$ cat config.mk
export PLATFORM = sky130hd
export DESIGN_NAME = tzc_bitmap_assembler
export DESIGN_NICKNAME = d
export VERILOG_FILES = /design/src/rtl/tzc_pkg.sv /design/src/rtl/tzc_onehot_dec.sv /design/src/rtl/tzc_bitmap_assembler.sv
export SDC_FILE = /design/constraint.sdc
export NUM_CORES = 1
export LEC_CHECK = 0
export ABC_CLOCK_PERIOD_IN_PS = 2700
export CORE_MARGIN = 8
export CORE_UTILIZATION = 45
export CTS_BUF_LIST = sky130_fd_sc_hd__clkbuf_4
export CTS_CLUSTER_DIAMETER = 120
export DETAILED_ROUTE_END_ITERATION = 10
export GPL_TIMING_DRIVEN = 0
export MAX_ROUTING_LAYER = met4
export PLACE_DENSITY = 0.73
export REMOVE_ABC_BUFFERS = 1
export SETUP_SLACK_MARGIN = 0.3
export SLEW_MARGIN = 10
export SYNTH_ARGS = -nofsm -noshare
export SYNTH_HDL_FRONTEND = slang
export SYNTH_SLANG_ARGS = --single-unit
$ cat constraint.sdc
create_clock -name clk -period 2.7 [get_ports clk]
set_input_delay 0.54 -clock clk [delete_from_list [all_inputs] [get_ports clk]]
set_output_delay 0.54 -clock clk [all_outputs]
set_load 0.05 [all_outputs]
$ cat src/rtl/tzc_pkg.sv
// rtl/tzc_pkg.sv - shared types and helpers for the trailing-zero count / bitmap blocks
package tzc_pkg;

    typedef enum logic [0:0] {
        ACCUM = 1'b0,
        HOLD  = 1'b1
    } asm_state_t;

    function automatic int cnt_w(input int data_width);
        return $clog2(data_width) + 1;
    endfunction

endpackage

$ cat src/rtl/tzc_onehot_dec.sv
// rtl/tzc_onehot_dec.sv - bit index to one-hot decoder with range check
module tzc_onehot_dec
    import tzc_pkg::*;
#(
    parameter  int DATA_WIDTH = 32,
    localparam int CNT_W      = cnt_w(DATA_WIDTH)
) (
    input  logic [CNT_W-1:0]      i_cnt,
    output logic [DATA_WIDTH-1:0] o_onehot,
    output logic                  o_in_range
);

    // Index DATA_WIDTH is the legal "no bit" marker: no bit set, but still in range.
    always_comb begin
        o_onehot   = '0;
        o_in_range = (i_cnt <= CNT_W'(DATA_WIDTH));
        if (i_cnt < CNT_W'(DATA_WIDTH)) begin
            o_onehot = DATA_WIDTH'(1) << i_cnt;
        end
    end

endmodule

$ cat src/rtl/tzc_bitmap_assembler.sv
// rtl/tzc_bitmap_assembler.sv - rebuilds a bitmap from a stream of bit indices
module tzc_bitmap_assembler
    import tzc_pkg::*;
#(
    parameter  int DATA_WIDTH = 32,
    localparam int CNT_W      = cnt_w(DATA_WIDTH)
) (
    input  logic                  clk,
    input  logic                  resetn,
    input  logic                  in_valid,
    output logic                  in_ready,
    input  logic [CNT_W-1:0]      in_cnt,
    input  logic                  in_last,
    output logic                  out_valid,
    input  logic                  out_ready,
    output logic [DATA_WIDTH-1:0] out_data,
    output logic [CNT_W-1:0]      out_count,
    output logic                  out_dup,
    output logic                  out_range
);

    asm_state_t            r_state;
    logic [DATA_WIDTH-1:0] r_acc;
    logic [CNT_W-1:0]      r_count;
    logic                  r_dup;
    logic                  r_range;
    logic [DATA_WIDTH-1:0] r_out_data;
    logic [CNT_W-1:0]      r_out_count;
    logic                  r_out_dup;
    logic                  r_out_range;

    logic [DATA_WIDTH-1:0] w_onehot;
    logic                  w_in_range;
    logic                  w_accept;
    logic                  w_hit;
    logic                  w_inc;
    logic [DATA_WIDTH-1:0] w_acc_nxt;
    logic [CNT_W-1:0]      w_count_nxt;
    logic                  w_dup_nxt;
    logic                  w_range_nxt;

    tzc_onehot_dec #(
        .DATA_WIDTH (DATA_WIDTH)
    ) u_dec (
        .i_cnt      (in_cnt),
        .o_onehot   (w_onehot),
        .o_in_range (w_in_range)
    );

    // Handshake signals decode the registered state only, so out_ready never reaches in_ready.
    assign in_ready  = (r_state == ACCUM);
    assign out_valid = (r_state == HOLD);
    assign w_accept  = in_valid & in_ready;

    // A repeated index flags dup and leaves the count alone, which caps count at DATA_WIDTH.
    assign w_hit       = |(r_acc & w_onehot);
    assign w_inc       = (|w_onehot) & ~w_hit;
    assign w_acc_nxt   = r_acc | w_onehot;
    assign w_count_nxt = r_count + CNT_W'(w_inc);
    assign w_dup_nxt   = r_dup | w_hit;
    assign w_range_nxt = r_range | ~w_in_range;

    assign out_data  = r_out_data;
    assign out_count = r_out_count;
    assign out_dup   = r_out_dup;
    assign out_range = r_out_range;

    // Accumulate beats, publish the frame on the last beat, then hold until it is taken.
    always_ff @(posedge clk or negedge resetn) begin
        if (!resetn) begin
            r_state     <= ACCUM;
            r_acc       <= '0;
            r_count     <= '0;
            r_dup       <= 1'b0;
            r_range     <= 1'b0;
            r_out_data  <= '0;
            r_out_count <= '0;
            r_out_dup   <= 1'b0;
            r_out_range <= 1'b0;
        end else begin
            case (r_state)
                ACCUM: begin
                    if (w_accept) begin
                        if (in_last) begin
                            r_out_data  <= w_acc_nxt;
                            r_out_count <= w_count_nxt;
                            r_out_dup   <= w_dup_nxt;
                            r_out_range <= w_range_nxt;
                            r_acc       <= '0;
                            r_count     <= '0;
                            r_dup       <= 1'b0;
                            r_range     <= 1'b0;
                            r_state     <= HOLD;
                        end else begin
                            r_acc   <= w_acc_nxt;
                            r_count <= w_count_nxt;
                            r_dup   <= w_dup_nxt;
                            r_range <= w_range_nxt;
                        end
                    end
                end
                HOLD: begin
                    if (out_ready) begin
                        r_state <= ACCUM;
                    end
                end
                default: r_state <= ACCUM;
            endcase
        end
    end

endmodule

**After elaboration in Yosys (flattened, before gate mapping)**

Index checks and enable logic that the tools add are counted.

- Add/sub/neg operators: 1
- Magnitude comparators: 2
- Shift operators: 1
- Muxes and demuxes: 9
- Bitwise logic cells: 9
- Reductions and logical operators: 4

Operators with widths:

| operator | count |
|---|---|
| two-way mux 32 bit | 2 |
| OR reduction 32 bit | 2 |
| bitwise AND 32 bit | 1 |
| bitwise OR 32 bit | 1 |
| << shifter 1 x 6 -> 32 bit (first input constant) | 1 |
| adder 6 x 1 -> 6 bit | 1 |
| <= comparator 6 bit (second input constant) | 1 |
| less-than comparator 6 bit (second input constant) | 1 |
| two-way mux 6 bit | 1 |
| two-way mux 1 bit | 5 |
| inverter 1 bit | 3 |
| AND reduction 3 bit | 1 |
| bitwise AND 1 bit | 2 |
| bitwise OR 1 bit | 2 |
| case mux 1 bit (2 select lines) | 1 |
| AND reduction 2 bit | 1 |

- Register bits: 81
- Bits of input ports: 11
- Output and inout port bits: 42
- Word-level logic and storage cells: 35

**Longest topological paths before layout**

- Depth after elaboration: 8
- Depth in mapped cells: 13

**By module**

From an unflattened synthesis, not the netlist that was laid out.

- Cells, all modules: 400
- Area total of the unflattened synthesis: 3593.4 um^2

By module, submodules not included:

| module | times used | cells each | area an instance (um^2) | sequential area each (um^2) |
|---|---|---|---|---|
| tzc_bitmap_assembler | 1 | 351 | 3325.7 | 2026.9 |
| tzc_onehot_dec | 1 | 49 | 267.8 | 0.0 |

**Worst setup path before layout**

No wires, ideal clock.

- Kind: in2reg
- From: in in_cnt[1]
- To: reg r_count[5]
- Data arrival time: 2.593 ns
- Data required time: 2.574 ns
- Path slack: -0.019 ns
- Cell stages on the path: 11
- Cells stage by stage: buf_6 mux4_2 nand4b_1 o211ai_2 a2111oi_4 nor3b_2 ha_1 nand3_1 nor2_1 mux2i_1 o21ai_0

- Word-level cells in the longest chain between the ends: 8
- Elaborated cells between the ends (all ways): 10

Ends and longest elaborated chain:

| element | RTL line | source |
|---|---|---|
| start: declaration | tzc_bitmap_assembler.sv:12 | `input logic [CNT_W-1:0] in_cnt,` |
| less-than comparator 6 bit / << shifter 1 x 6 -> 32 bit (equally long branches) | tzc_onehot_dec.sv:17, tzc_onehot_dec.sv:18 |  |
| two-way mux 32 bit (*) | tzc_onehot_dec.sv:17 | `if (i_cnt < CNT_W'(DATA_WIDTH)) begin` |
| bitwise AND 32 bit | tzc_bitmap_assembler.sv:56 | `assign w_hit = \|(r_acc & w_onehot);` |
| OR reduction 32 bit | tzc_bitmap_assembler.sv:56 |  |
| inverter 1 bit | tzc_bitmap_assembler.sv:57 | `assign w_inc = (\|w_onehot) & ~w_hit;` |
| bitwise AND 1 bit (*) | tzc_bitmap_assembler.sv:57 |  |
| adder 6 x 1 -> 6 bit (*) | tzc_bitmap_assembler.sv:59 | `assign w_count_nxt = r_count + CNT_W'(w_inc);` |
| two-way mux 6 bit (*) | tzc_bitmap_assembler.sv:84 | `if (in_last) begin` |
| end signal: assignment | tzc_bitmap_assembler.sv:96 | `r_count <= w_count_nxt;` |
| end: declaration | tzc_bitmap_assembler.sv:24 | `logic [CNT_W-1:0] r_count;` |

Mark *: on every way between the ends. The rest lies on a longest branch, timed or not.
A chain may end at the register's enable or synchronous reset.

**Worst setup path in the final report**

- From: reg r_acc[21]
- To: reg r_count[5]

- Word-level cells in the longest chain between the ends: 6

Ends and longest elaborated chain:

| element | RTL line | source |
|---|---|---|
| start: declaration | tzc_bitmap_assembler.sv:23 | `logic [DATA_WIDTH-1:0] r_acc;` |
| start signal: assignment | tzc_bitmap_assembler.sv:95 | `r_acc <= w_acc_nxt;` |
| bitwise AND 32 bit | tzc_bitmap_assembler.sv:56 |  |
| OR reduction 32 bit | tzc_bitmap_assembler.sv:56 |  |
| inverter 1 bit | tzc_bitmap_assembler.sv:57 |  |
| bitwise AND 1 bit | tzc_bitmap_assembler.sv:57 |  |
| adder 6 x 1 -> 6 bit | tzc_bitmap_assembler.sv:59 |  |
| two-way mux 6 bit | tzc_bitmap_assembler.sv:84 |  |

Every way passes these cells.

==> flow_metrics.tcl <==
set metrics [dict create \
    status "completed" \
    synthToLayoutAreaGrowth_pct 25.8 \
    grt_util_all_layers 0.168 \
    antenna_found_initial 0 \
    syn-cell-area_mm2 0.00375 \
    ys.warnings.count 0 \
    synth_top_area_cell "dfrtp_1" \
    grt_max_degree 54 \
    utilization 0.580 \
    die_h_um 107 \
    drtPass1Iterations 5 \
    hold_violations 0 \
    portBuffers 52 \
    worst_setup_path_start_kind "register" \
    synthDistinctLibCells 39 \
    via_per_inst 5.62 \
    gp_congestion 0.819 \
    worst-path-buf-inv 0 \
    dp_hpwl_um 6040 \
    slew_viol_final 0 \
    die_x_um 107 \
    power_density_mw_per_mm2 613 \
    grt_pass1_wl_um 15100 \
    ys_dominant_reg_cell "dfrtp_1" \
    period_share 0.934 \
    cts_tree "done" \
    antenna_left 0 \
    ys_top_cells_by_area "dfrtp_1 54%, a21oi_1 8.3%, o21ai_0 6.0%" \
    skew_ns 0.0141 \
    max-vdd-ir-drop_mv 0.322 \
    cp_cell_sequence "mux2_2 -> a32oi_2 -> o22ai_2 -> a2111oi_4 -> nor3b_2 -> ha_2 -> nand3_4 -> nor2_4 -> mux2i_1 -> o21ai_0" \
    yosysTopAreaCellShare 0.541 \
    synth_most_common_cell "dfrtp_1" \
    r2r-end "r_count[5]" \
    grt_overflow 0 \
    dr_total_vias 3147 \
    clkLatencyLatePin_ns 0.42 \
    pre_cts_ws_ns -1.43 \
    dr.first_iter.drc_count 235 \
    ys_seq_area_frac 0.541 \
    start_util 0.461 \
    arrival_ns 2.83 \
    finalSetupViolCount 0 \
    seq_area_mm2 0.00203 \
    cap_violations 0 \
    max_freq_mhz 397 \
    worstHoldPathType "in -> async" \
    cts-root-buf "clkbuf_4" \
    multi_input_area_mm2 0.00172 \
    max_stage_delay_ns 0.42 \
    htreeDepth 3 \
    drt-wirelength-per-cell_um 16.3 \
    regToRegSetupSlack_ns 0.18 \
    drive_gt1_frac 0.154 \
    synthTopCellsByCount "81 x dfrtp_1, 62 x a21oi_1, 58 x nand2_1, 47 x nor2_1, 45 x o21ai_0" \
    crit_family "compound AO/OA/AOI/OAI gates" \
    rsz0062_at_grt "true" \
    clk_pin_slew_worst_paths_ns 0.13 \
    endpoint_kind "register" \
    synth_edf_count 0 \
    fin_cells 560 \
    leakage_nw 2.08 \
    n_fill_cell 700 \
    criticalPathCategory "reg -> reg" \
    syn_area_per_cell_um2 9.35 \
    setup_slack_ns 0.179 \
    wl_um 9130 \
    place_inst 533 \
    async_reset_ff_frac 1.00 \
    nets 463 \
    cpMaxStageDelayCell "dfrtp_1" \
    drc 0 \
    cp_max_fo 4 \
    die-area_mm2 0.0115 \
    worst_pin_slew_ns 0.761 \
    relSlewSlack 0.493 \
    cts_max_path_buffers 2 \
    period_needed_ns 2.52 \
    clock-sinks 81 \
    synth-seq-cells 81 \
    rr_startpoint "r_acc[21]" \
    n_antenna_cell 0 \
    numCtsBuffers 9 \
    required_ns 3.01 \
    core_mm2 0.00813 \
    r2r_cells 10 \
    rows 33 \
    netlist_instances 401 \
    grt_pass1_vias 3108 \
    io_pins 53 \
]
==> cell type report <==
cell class | count | share of cell area
Clock buffer | 10 | 0.0159
Clock inverter | 6 | 0.0226
Inverter | 3 | 0.00239
Multi-Input combinational cell | 288 | 0.365
Sequential cell | 81 | 0.430
Tap cell | 105 | 0.0279
Timing Repair Buffer | 67 | 0.136
==> what timing repair did <==
action,4_1_cts,5_1_grt
hold buffers,0,0
setup buffers,8,3
pin swaps,7,8
endpoints found under the setup margin,81,10
gates resized for setup,56,10
==> cells in the final DEF, fill, tap and decap left out, types with 2 or more instances in the layout <==
cell	instances
xnor2_1	2
mux2_2	6
clkdlybuf4s50_1	44
and2_1	3
a21oi_1	62
o21ai_1	6
nor2b_1	4
xor2_1	2
nor2_1	46
nand3_1	5
dfrtp_1	81
nand3b_1	2
and3b_1	2
buf_4	13
o21ai_0	39
bufinv_16	3
nand3_4	2
nand4_1	2
clkinv_1	2
mux2i_1	3
clkbuf_4	11
o21a_1	2
nand2b_1	2
a32oi_2	2
inv_1	3
nand2_1	57
nor4bb_4	2
nand4b_1	3
buf_2	5
nor3_2	4
a31oi_1	9
==> where the power goes <==
| group | internal (mW) | leakage [nW] | switching, mW |
|---|---|---|---|
| Combinational | 0.203 | 0.873 | 0.419 |
| Clock | 0.475 | 0.0957 | 0.413 |
| Sequential | 1.30 | 1.11 | 0.0817 |
==> state kept, by name (all words and copies together), names as in the netlist <==
signal,cells
out_dup,1
r_acc,32
out_range,1
out_valid,1
out_count,6
out_data,32
r_range,1
r_count,6
r_dup,1
==> worst reg2reg max path, delay by kind of cell (launching register included) <==
| kind | cells | cell delay, ns |
|---|---|---|
| AND/OR/NAND/NOR | 3 | 0.51 |
| adder cells (fa/ha/maj) | 1 | 0.27 |
| AO/OA/AOI/OAI | 4 | 0.73 |
| flip-flops | 1 | 0.42 |
| multiplexers | 2 | 0.48 |
==> per-layer routing <==
layer  vias up  GRT usage  share of wire
met2       123      0.260           0.48
met5         -          -              0
met4         0     0.0653          0.010
met3        12     0.0377          0.068
met1      1522      0.209           0.44
li1       1490          -              -
==> worst max path at each step <==
stage	slack [ns]	from	depth (start not counted)	endpoint
3_5_place_dp	-1.43	in_cnt[0]	11	r_count[5]
6_report	0.18	r_acc[21]	10	r_count[5]
4_1_cts	0.15	r_acc[13]	10	r_count[5]
3_3_place_gp	-1.71	in_cnt[0]	10	out_count[4]
2_1_floorplan	-0.25	in_cnt[4]	10	out_count[4]
5_1_grt	0.08	r_acc[13]	10	r_count[5]
==> cell families (layout without fill, tap and decap cells) <==
group | after synthesis | after routing | share of synthesized area
simple gates | 145 | 145 | 0.184
compound gates | 125 | 125 | 0.183
mux | 12 | 12 | 0.0381
buf+inv | 32 | 86 | 0.0384
flops | 81 | 81 | 0.541
fa+ha+maj | 2 | 2 | 0.00667
xor+xnor | 4 | 4 | 0.00935
==> per-stage QoR <==
step / TNS [ns] / power (mW) / cell area, um2 / hold slack [ns]
floorplan: -1.87 / 1.74 / 3620 / 0.244
global placement: -231.48 / 1.97 / 4270 / 0.455
detailed placement: -46.98 / 1.99 / 4340 / 0.466
CTS: 0 / 2.90 / 4660 / 0.0130
global route: 0 / 3.02 / 4720 / 0.0238
finish: 0 / 2.89 / 4720 / 0.0187
(Power assumes the default switching activity.)
